--- config.mk ---
export PLATFORM = sky130hd
export DESIGN_NAME = measure_arbiter_flat
export DESIGN_NICKNAME = d
export VERILOG_FILES = /design/src/rtl/measure_arbiter_pkg.sv /design/src/rtl/measure_arbiter_if.sv /design/src/rtl/measure_arbiter_rr_picker.sv /design/src/rtl/measure_arbiter.sv /design/src/flat_wrapper.sv
export SDC_FILE = /design/constraint.sdc
export NUM_CORES = 1
export LEC_CHECK = 0
export BUFFER_PORTS_ARGS = -buffer_cell sky130_fd_sc_hd__buf_2
export CORE_ASPECT_RATIO = 0.7
export CORE_MARGIN = 2
export CORE_UTILIZATION = 28
export CTS_BUF_LIST = sky130_fd_sc_hd__clkbuf_4 sky130_fd_sc_hd__clkbuf_8 sky130_fd_sc_hd__clkbuf_16
export CTS_CLUSTER_DIAMETER = 120
export DETAILED_ROUTE_END_ITERATION = 8
export PLACE_DENSITY_LB_ADDON = 0.05
export SLEW_MARGIN = 20
export SYNTH_ARGS = -nofsm -noshare
export SYNTH_HDL_FRONTEND = slang
export SYNTH_SLANG_ARGS = --single-unit
--- constraint.sdc ---
create_clock -name clk -period 2 [get_ports clk]
set_input_delay 0.4 -clock clk [delete_from_list [all_inputs] [get_ports clk]]
set_output_delay 0.4 -clock clk [all_outputs]
set_load 0.05 [all_outputs]
--- src/rtl/measure_arbiter_pkg.sv ---
// Shared constants for the measureClifford round-robin arbiter.
// Holds the FSM state encodings and the default qubit count.
// No logic; imported by the interface, picker and top.
`ifndef NUM_TOTAL_QUBITS
`define NUM_TOTAL_QUBITS 4
`endif

package measure_arbiter_pkg;

   localparam int NQ_DEFAULT = `NUM_TOTAL_QUBITS;

   typedef logic [1:0] state_t;

   localparam state_t S_IDLE  = 2'd0;
   localparam state_t S_SETUP = 2'd1;
   localparam state_t S_HOLD  = 2'd2;
   localparam state_t S_BACK  = 2'd3;

endpackage

--- src/rtl/measure_arbiter_if.sv ---
// Bundle of requester-side and unit-side signals around the arbiter.
// Pure wiring, no latency.
// Requesters hold setup/back_setup until they see their ready bit.
interface measure_arbiter_if
   import measure_arbiter_pkg::*;
#(
   parameter int NUM_REQ = 4,
   parameter int BASIS_W = 2 * NQ_DEFAULT,
   parameter int VALUE_W = $clog2(NQ_DEFAULT) + 1
);
   // requester side
   logic [NUM_REQ-1:0]         req_setup;
   logic [NUM_REQ-1:0]         req_back_setup;
   logic [NUM_REQ*BASIS_W-1:0] req_basis;
   logic [NUM_REQ*BASIS_W-1:0] req_result;
   logic [NUM_REQ-1:0]         req_ready;
   logic [VALUE_W-1:0]         value;
   logic                       is_zero;
   logic                       is_neg;
   logic [NUM_REQ-1:0]         grant;
   logic                       timeout;
   // unit side
   logic                       mc_setup;
   logic                       mc_back_setup;
   logic [BASIS_W-1:0]         mc_basis;
   logic [BASIS_W-1:0]         mc_result;
   logic [VALUE_W-1:0]         mc_value;
   logic                       mc_is_zero;
   logic                       mc_is_neg;
   logic                       mc_ready;

   modport master (
      input  req_setup, req_back_setup, req_basis, req_result,
      input  mc_value, mc_is_zero, mc_is_neg, mc_ready,
      output req_ready, value, is_zero, is_neg, grant, timeout,
      output mc_setup, mc_back_setup, mc_basis, mc_result
   );

   modport slave (
      output req_setup, req_back_setup, req_basis, req_result,
      output mc_value, mc_is_zero, mc_is_neg, mc_ready,
      input  req_ready, value, is_zero, is_neg, grant, timeout,
      input  mc_setup, mc_back_setup, mc_basis, mc_result
   );

endinterface

--- src/rtl/measure_arbiter_rr_picker.sv ---
// Round-robin priority encoder: first set request at or after ptr, wrapping.
// Combinational, zero latency.
// No backpressure; vld low when no request is set.
module rr_picker #(
   parameter int NUM_REQ = 4,
   parameter int IDX_W   = $clog2(NUM_REQ)
) (
   input  logic [NUM_REQ-1:0] req,
   input  logic [IDX_W-1:0]   ptr,
   output logic [IDX_W-1:0]   idx,
   output logic               vld
);

   localparam logic [IDX_W:0] N_W = (IDX_W+1)'(NUM_REQ);

   logic [IDX_W:0] cand;

   // walk offsets from farthest to nearest so the nearest hit to ptr wins
   always_comb begin
      vld  = 1'b0;
      idx  = '0;
      cand = '0;
      for (int i = NUM_REQ - 1; i >= 0; i--) begin
         cand = {1'b0, ptr} + (IDX_W+1)'(i);
         if (cand >= N_W) cand = cand - N_W;
         if (req[cand[IDX_W-1:0]]) begin
            vld = 1'b1;
            idx = cand[IDX_W-1:0];
         end
      end
   end

endmodule

--- src/rtl/measure_arbiter.sv ---
// Locks one measureClifford unit to a requester for setup + optional measure phase.
// Grant 1 cycle after request; ready/value/flags pass through combinationally.
// Unit's ready is the only backpressure; HOLD is bounded by a TIMEOUT watchdog.
module measure_arbiter
   import measure_arbiter_pkg::*;
#(
   parameter int NUM_REQ = 4,
   parameter int NQ      = NQ_DEFAULT,
   parameter int BASIS_W = 2 * NQ,
   parameter int VALUE_W = $clog2(NQ) + 1,
   parameter int TIMEOUT = 64
) (
   input logic              clk,
   input logic              rst_n,
   measure_arbiter_if.master bus
);

   localparam int IDX_W = $clog2(NUM_REQ);
   localparam int WD_W  = $clog2(TIMEOUT + 1);

   state_t             state;
   logic [IDX_W-1:0]   gidx;
   logic [IDX_W-1:0]   ptr;
   logic [WD_W-1:0]    wdog;
   logic [IDX_W-1:0]   pick_idx;
   logic               pick_vld;
   logic [IDX_W-1:0]   next_ptr;
   logic [NUM_REQ-1:0] gr_oh;
   logic               phase_act;

   function automatic logic [BASIS_W-1:0] sel_vec(
      input logic [NUM_REQ*BASIS_W-1:0] v,
      input logic [IDX_W-1:0]           sel
   );
      sel_vec = '0;
      for (int k = 0; k < NUM_REQ; k++)
         if (sel == IDX_W'(k)) sel_vec = v[k*BASIS_W +: BASIS_W];
   endfunction

   rr_picker #(.NUM_REQ(NUM_REQ), .IDX_W(IDX_W)) u_pick (
      .req (bus.req_setup),
      .ptr (ptr),
      .idx (pick_idx),
      .vld (pick_vld)
   );

   assign next_ptr  = (gidx == IDX_W'(NUM_REQ - 1)) ? '0 : gidx + 1'b1;
   assign gr_oh     = {{(NUM_REQ-1){1'b0}}, 1'b1} << gidx;
   assign phase_act = (state == S_SETUP) || (state == S_BACK);

   // owner-facing outputs decode from the registered state; response path stays combinational
   always_comb begin
      bus.grant         = (state != S_IDLE) ? gr_oh : '0;
      bus.req_ready     = (phase_act && bus.mc_ready) ? gr_oh : '0;
      bus.mc_setup      = (state == S_SETUP);
      bus.mc_back_setup = (state == S_BACK);
      bus.value         = bus.mc_value;
      bus.is_zero       = bus.mc_is_zero;
      bus.is_neg        = bus.mc_is_neg;
   end

   // transaction FSM: arbitrate, setup, hold with watchdog, measure, release
   always_ff @(posedge clk) begin
      if (!rst_n) begin
         state         <= S_IDLE;
         gidx          <= '0;
         ptr           <= '0;
         wdog          <= '0;
         bus.mc_basis  <= '0;
         bus.mc_result <= '0;
         bus.timeout   <= 1'b0;
      end else begin
         bus.timeout <= 1'b0;
         case (state)
            S_IDLE: begin
               if (pick_vld) begin
                  gidx          <= pick_idx;
                  bus.mc_basis  <= sel_vec(bus.req_basis, pick_idx);
                  bus.mc_result <= sel_vec(bus.req_result, pick_idx);
                  state         <= S_SETUP;
               end
            end
            S_SETUP: begin
               if (bus.mc_ready) begin
                  if (bus.mc_is_zero) begin
                     ptr   <= next_ptr;
                     state <= S_IDLE;
                  end else begin
                     wdog  <= '0;
                     state <= S_HOLD;
                  end
               end
            end
            S_HOLD: begin
               // back_setup is checked first so it wins a tie with the watchdog
               if (bus.req_back_setup[gidx]) begin
                  bus.mc_basis  <= sel_vec(bus.req_basis, gidx);
                  bus.mc_result <= sel_vec(bus.req_result, gidx);
                  state         <= S_BACK;
               end else if (wdog == WD_W'(TIMEOUT - 1)) begin
                  ptr         <= next_ptr;
                  bus.timeout <= 1'b1;
                  state       <= S_IDLE;
               end else begin
                  wdog <= wdog + 1'b1;
               end
            end
            default: begin
               if (bus.mc_ready) begin
                  ptr   <= next_ptr;
                  state <= S_IDLE;
               end
            end
         endcase
      end
   end

endmodule

--- src/flat_wrapper.sv ---
// flat-port wrapper written by rule: the top's interface ports become plain ports
module measure_arbiter_flat import measure_arbiter_pkg::*;
#(
   parameter int NUM_REQ = 4,
   parameter int NQ      = NQ_DEFAULT,
   parameter int BASIS_W = 2 * NQ,
   parameter int VALUE_W = $clog2(NQ) + 1,
   parameter int TIMEOUT = 64
)
  (clk, rst_n, bus_req_setup, bus_req_back_setup, bus_req_basis, bus_req_result, bus_mc_value, bus_mc_is_zero, bus_mc_is_neg, bus_mc_ready, bus_req_ready, bus_value, bus_is_zero, bus_is_neg, bus_grant, bus_timeout, bus_mc_setup, bus_mc_back_setup, bus_mc_basis, bus_mc_result);
  measure_arbiter_if #(.NUM_REQ(NUM_REQ), .BASIS_W(BASIS_W), .VALUE_W(VALUE_W)) bus_i ();
  input logic clk;
  input logic rst_n;
  input wire logic [$bits(bus_i.req_setup)-1:0] bus_req_setup;
  input wire logic [$bits(bus_i.req_back_setup)-1:0] bus_req_back_setup;
  input wire logic [$bits(bus_i.req_basis)-1:0] bus_req_basis;
  input wire logic [$bits(bus_i.req_result)-1:0] bus_req_result;
  input wire logic [$bits(bus_i.mc_value)-1:0] bus_mc_value;
  input wire logic [$bits(bus_i.mc_is_zero)-1:0] bus_mc_is_zero;
  input wire logic [$bits(bus_i.mc_is_neg)-1:0] bus_mc_is_neg;
  input wire logic [$bits(bus_i.mc_ready)-1:0] bus_mc_ready;
  output wire logic [$bits(bus_i.req_ready)-1:0] bus_req_ready;
  output wire logic [$bits(bus_i.value)-1:0] bus_value;
  output wire logic [$bits(bus_i.is_zero)-1:0] bus_is_zero;
  output wire logic [$bits(bus_i.is_neg)-1:0] bus_is_neg;
  output wire logic [$bits(bus_i.grant)-1:0] bus_grant;
  output wire logic [$bits(bus_i.timeout)-1:0] bus_timeout;
  output wire logic [$bits(bus_i.mc_setup)-1:0] bus_mc_setup;
  output wire logic [$bits(bus_i.mc_back_setup)-1:0] bus_mc_back_setup;
  output wire logic [$bits(bus_i.mc_basis)-1:0] bus_mc_basis;
  output wire logic [$bits(bus_i.mc_result)-1:0] bus_mc_result;
  assign bus_i.req_setup = bus_req_setup;
  assign bus_i.req_back_setup = bus_req_back_setup;
  assign bus_i.req_basis = bus_req_basis;
  assign bus_i.req_result = bus_req_result;
  assign bus_i.mc_value = bus_mc_value;
  assign bus_i.mc_is_zero = bus_mc_is_zero;
  assign bus_i.mc_is_neg = bus_mc_is_neg;
  assign bus_i.mc_ready = bus_mc_ready;
  assign bus_req_ready = bus_i.req_ready;
  assign bus_value = bus_i.value;
  assign bus_is_zero = bus_i.is_zero;
  assign bus_is_neg = bus_i.is_neg;
  assign bus_grant = bus_i.grant;
  assign bus_timeout = bus_i.timeout;
  assign bus_mc_setup = bus_i.mc_setup;
  assign bus_mc_back_setup = bus_i.mc_back_setup;
  assign bus_mc_basis = bus_i.mc_basis;
  assign bus_mc_result = bus_i.mc_result;
  measure_arbiter #(.NUM_REQ(NUM_REQ), .NQ(NQ), .BASIS_W(BASIS_W), .VALUE_W(VALUE_W), .TIMEOUT(TIMEOUT)) u_core (.clk(clk), .rst_n(rst_n), .bus(bus_i));
endmodule
After elaboration in Yosys (flattened, before gate mapping). Index checks and enable logic that the tools add are counted.

Logic and storage cells: 130. Input port bits: 80. Output and inout port bits: 32. Register bits after elaboration: 30.

Mux-type cells: 66. Bitwise logic cells: 3. $add $sub $neg: 9. Shift operators: 1. Reductions and logical operators: 16. Equality and inequality tests: 19. $lt $le $gt $ge: 9.

Operators with widths (count): $mux W8 (20); $mux W2 (20); $pmux W8 S2 (2); $mux W7 (4); $lt A2 B3 Y1 const B (5); $pmux W7 S2 (1); $eq A2 B2 Y1 const B (6); $pmux W2 S3 (2); $bmux W1 S2 (5); $mux W1 (10); $ne A2 B2 Y1 const B (5); $ge A3 B3 Y1 const B (3); $mux W4 (2); $reduce_bool A2 Y1 (4); $sub A2 B1 Y2 const B (4); $add A7 B1 Y7 const B (1); $eq A7 B6 Y1 const B (1); $add A2 B2 Y3 const B (2); $eq A2 B1 Y1 const B (3); $logic_not A2 Y1 (3); $ne A2 B1 Y1 const B (3); $reduce_and A6 Y1 (1); $reduce_and A5 Y1 (1); $reduce_and A4 Y1 (1); 12 further kinds (14).

Longest topological paths before layout.
Depth in word-level cells: 16. Depth in mapped cells: 9. Depth with buffers taken out: 7.

Hierarchy. A second synthesis with hierarchy kept.

Cells, all modules: 323. Area, all modules: 2508.7 um^2.

Modules (own cells, without submodules): measure_arbiter (sequential area each 600.6 um^2, area each 2431.1 um^2, cells each 310, times used 1); rr_picker (sequential area each 0.0 um^2, area each 77.6 um^2, cells each 13, times used 1).

Worst setup path after synthesis. OpenSTA, ideal clock, no wires.

Kind: reg-to-output. From: reg u_core.gidx[0]. To: out bus_grant[1]. Path slack: -374 ps. Buffers on the path: 2. Arrival time: 1974 ps. Data required time: 1600 ps. Cell stages (with the launch flop): 5. Cells stage by stage: dfxtp_1 ha_1 clkbuf_1 clkbuf_1 nor2b_1.

Word-level cells in the longest chain between the ends: 2.

Ends and longest elaborated chain: start, declared (line measure_arbiter.sv:22) `logic [IDX_W-1:0] gidx;`; start signal, assigned (line measure_arbiter.sv:77) `gidx <= pick_idx;`; $shl A1 B2 Y4 (line measure_arbiter.sv:48) `assign gr_oh = {{(NUM_REQ-1){1'b0}}, 1'b1} << gidx;`; $mux W4 (line measure_arbiter.sv:53) `bus.grant = (state != S_IDLE) ? gr_oh : '0;`; end, declared (line flat_wrapper.sv:26) `output wire logic [$bits(bus_i.grant)-1:0] bus_grant;`.

No other way between the ends.

Worst setup path after layout.
From: reg u_core.state[1]. To: out bus_req_ready[1].

Word-level cells in the longest chain between the ends: 4. Elaborated cells between the ends (all ways): 5. Classes of those cells: eq/ne: 2; mux: 1; reduce/logical: 2.

Ends and longest elaborated chain: start, declared (line measure_arbiter.sv:21) `state_t state;`; start signal, assigned (line measure_arbiter.sv:65) `state <= S_IDLE;`; start signal, assigned (line measure_arbiter.sv:80) `state <= S_SETUP;`; start signal, assigned (line measure_arbiter.sv:87) `state <= S_IDLE;`; $eq A2 B1 Y1 or $eq A2 B2 Y1 (tied branches) (line measure_arbiter.sv:49) `assign phase_act = (state == S_SETUP) || (state == S_BACK);`; $logic_or A1 B1 Y1 (*) (line measure_arbiter.sv:49); $logic_and A1 B1 Y1 (*) (line measure_arbiter.sv:54) `bus.req_ready = (phase_act && bus.mc_ready) ? gr_oh : '0;`; $mux W4 (*) (line measure_arbiter.sv:54); end, declared (line flat_wrapper.sv:22) `output wire logic [$bits(bus_i.req_ready)-1:0] bus_req_ready;`.

Every way passes the cells marked *; elsewhere a longest branch is shown, timed or not.

==> metrics.txt <==
outcome=finished clean; Hold Crit Class=flip-flop to flip-flop; delay-heaviest family, CP=flip-flops; Post-synth ARST share=0; Worst-Margin Slew=~0.6 ns; crit end category=output port; EDFF count, synth=0; multiplexer share of the synthesized area=0.01477; Max-Cap Viols=0; WS Path Type=flip-flop to output port; Crit Path Max Fanout=5; crit path max-delay cell type=dfxtp_2; Total Wirelength=11700 um; number of fill cells=1043; cell taking the most area after synthesis=dfxtp_1; grt ovf=0; final hold violations=0; H-tree lvl count=2; Pre-antenna DRT Iters=5; Power Dens Cells=about 1300 mW/mm2; Ports=112; Cells after DPL=roughly 610; Required @ worst endpoint=roughly 1.6 ns; CP peak stage delay=~0.35 ns; Post-synth top cells=a21oi_1, clkbuf_1, dfxtp_1; Port Buffers=about 100; HPWL after DPL=about 8300 um; hold_buf cts=0; crit path DAT=1.53 ns; f_max=just over 500 MHz; clock-pin slew on the worst setup and hold paths=0.05 ns; initial antenna violation count=0; DRC viols=0; buffer depth of the longest clock path=2; Slew Limit Fails=0; Worst-Skew Late Latency=~0.28 ns; Area Overhead vs Synth=34.19%; DIE AREA=between 0.01 and 0.015 mm2; Synth Flop Type=dfxtp_1; min-delay src=u_core.gidx[1]; area occupied by registers=approximately 610 um2; Gate Count Post-Synth=between 300 and 400; Cell variety after synth=a little under 50; period utilization=0.9643; CTS Buf Count=5; remaining antenna violation count after routing=0; VDD IR-drop max=slightly below 0.7 mV; Root Buffer=clkbuf_16; drt initial violations=roughly 260; main combinational cell family by area after synthesis=compound AO/OA/AOI/OAI gates; area occupied by multi-input gates=between 0.002 and 0.0025 mm2; Final min period=just under 2 ns; synthesized cell area=approximately 0.0029 mm2; final count of negative-setup-slack endpoints=0; first-pass GRT wire length=approximately 18000 um; largest net degree at the start of global routing=33; CP Launch Point=u_core.state[1]; number of synthesized register bits=30; Routed wire per std cell=between 15 and 20 um; largest cells by area after synthesis=dfxtp_1, a21oi_1, a221oi_1; vias=about 3500; Fin Clk Skew=approximately 0.007 ns; yosys warns=0; Final Non-Filler Cells=approximately 610; final net count=574; WP buf/inv=2; CTS tree=built; Synthesized Nets=~480; Chip Width=roughly 130 um; Core Util, Final=0.3930; Core Region=0.009834 mm2; Rel. slew slack=0.6048; RSZ-0062 raised after global routing=no; mean area per synthesized cell=7.443 um2; cells along the critical path=inv_1 -> ha_2 -> o21a_2 -> and2_2 -> buf_4; worst r2r src=u_core.gidx[0]; Worst Hold Depth=2; share of cells above drive strength 1=0.3416; Post-Synth XOR/XNOR Area=0.01520; Synth Area in Adders=0.03910; Die Y=slightly below 90 um; Placer Congestion=0.8236; simple-gate share of the synthesized area=0.2159; sequential-to-total area share from yosys stat=0.2085; Tot GR Track Use=0.2093; post-synthesis compound-gate area fraction=0.4123; CTS sink count=30; vias in the first global route=3361; R2R depth=5; via-per-instance ratio=~5.7; static leakage=about 1.7 nW; count leader, synth=a21oi_1; ant diodes=0; Startpoint Class=flip-flop; # rows=30; top-area cell type share of the netlist area=0.2085; Initial Utilization=0.2929; WP depth=5
-- power breakdown --
part           internal, mW  total [mW]  switching (mW)
registers             0.799       0.936           0.137
logic                  1.12        3.12            2.00
clock network         0.493       0.805           0.312
-- final timing paths --
| check | to | slack [ns] |
|---|---|---|
| worst min register to register | u_core.gidx[1] | 0.50 |
| worst min-delay path | u_core.gidx[1] | 0.50 |
| worst max-delay path | bus_req_ready[1] | 0.07 |
| worst max register to register | u_core.wdog[5] | 0.13 |
-- layer usage --
layer,vias up,part of all wire,GRT usage
li1,1666,-,-
met1,1686,0.49,0.3033
met2,131,0.44,0.3281
met4,0,0.0067,0.04343
met3,8,0.062,0.03628
met5,-,0,0
-- cells in the final DEF, fill, tap and decap left out, types with 2 or more instances in the layout --
master	n
clkbuf_16	5
xnor2_1	5
o41ai_1	3
ha_1	3
ha_2	5
a21oi_1	52
o21bai_1	2
nor2_1	11
o31ai_1	16
dfxtp_2	2
a221oi_1	18
nand2_1	9
and2_1	3
buf_4	30
nand3_1	7
nand4_1	2
nor2b_1	8
buf_2	98
dfxtp_1	27
buf_12	4
nor2b_2	2
o21ai_0	19
o21ai_1	4
mux2i_1	2
a21boi_0	16
a211oi_1	17
o22ai_1	15
and3b_1	14
inv_1	24
nor3b_1	16
and3_1	16
-- worst reg2reg max path, cell delays in order (launching register included) --
cell	delay (ns)
dfxtp_4	0.37
mux4_2	0.57
a31o_4	0.27
a2111oi_4	0.35
xnor2_1	0.16
nor2_1	0.05
-- sequential cells by signal, summed over array words and instances (netlist names) --
register	cells
u_core.state	2
u_core.bus.mc_basis	8
u_core.gidx	2
u_core.bus.timeout	1
u_core.ptr	2
u_core.wdog	7
u_core.bus.mc_result	8
-- area by class of cell --
class                           count  area share
Clock buffer                        6     0.03593
Clock inverter                      2    0.003237
Inverter                           25     0.02428
Multi-Input combinational cell    291      0.5322
Sequential cell                    30      0.1570
Tap cell                          128     0.04144
Timing Repair Buffer              132      0.2059
-- logic make-up (layout without fill, tap and decap cells) --
logic type / Yosys count / count (layout)
compound gates: 175 / 175
xor+xnor: 5 / 5
fa+ha+maj: 9 / 9
buf+inv: 66 / 165
flops: 30 / 30
mux: 3 / 3
simple gates: 99 / 99
-- stage by stage --
| stage | power (mW) | hold WS, ns | setup slack, ns | cell area (um2) | setup TNS, ns |
|---|---|---|---|---|---|
| 2_1_floorplan | 3.054 | 0.4606 | -0.1353 | 2889 | -0.1353 |
| 4_1_cts | 4.819 | 0.4991 | 0.01780 | 3816 | 0 |
| 5_1_grt | 5.212 | 0.5262 | 0.002887 | 3865 | 0 |
| 3_3_place_gp | 3.985 | 0.4837 | 0.04366 | 3651 | 0 |
| 6_report | 4.858 | 0.5007 | 0.07145 | 3865 | 0 |
| 3_5_place_dp | 3.979 | 0.4880 | 0.02138 | 3651 | 0 |
-- repair_timing --
action	4_1_cts	5_1_grt
setup buffers	0	1
pin swaps	1	0
setup endpoints to repair	6	32
gates resized for setup	6	15
endpoints found under the hold margin	0	0
No activity file was read; power rests on OpenSTA's default activity.
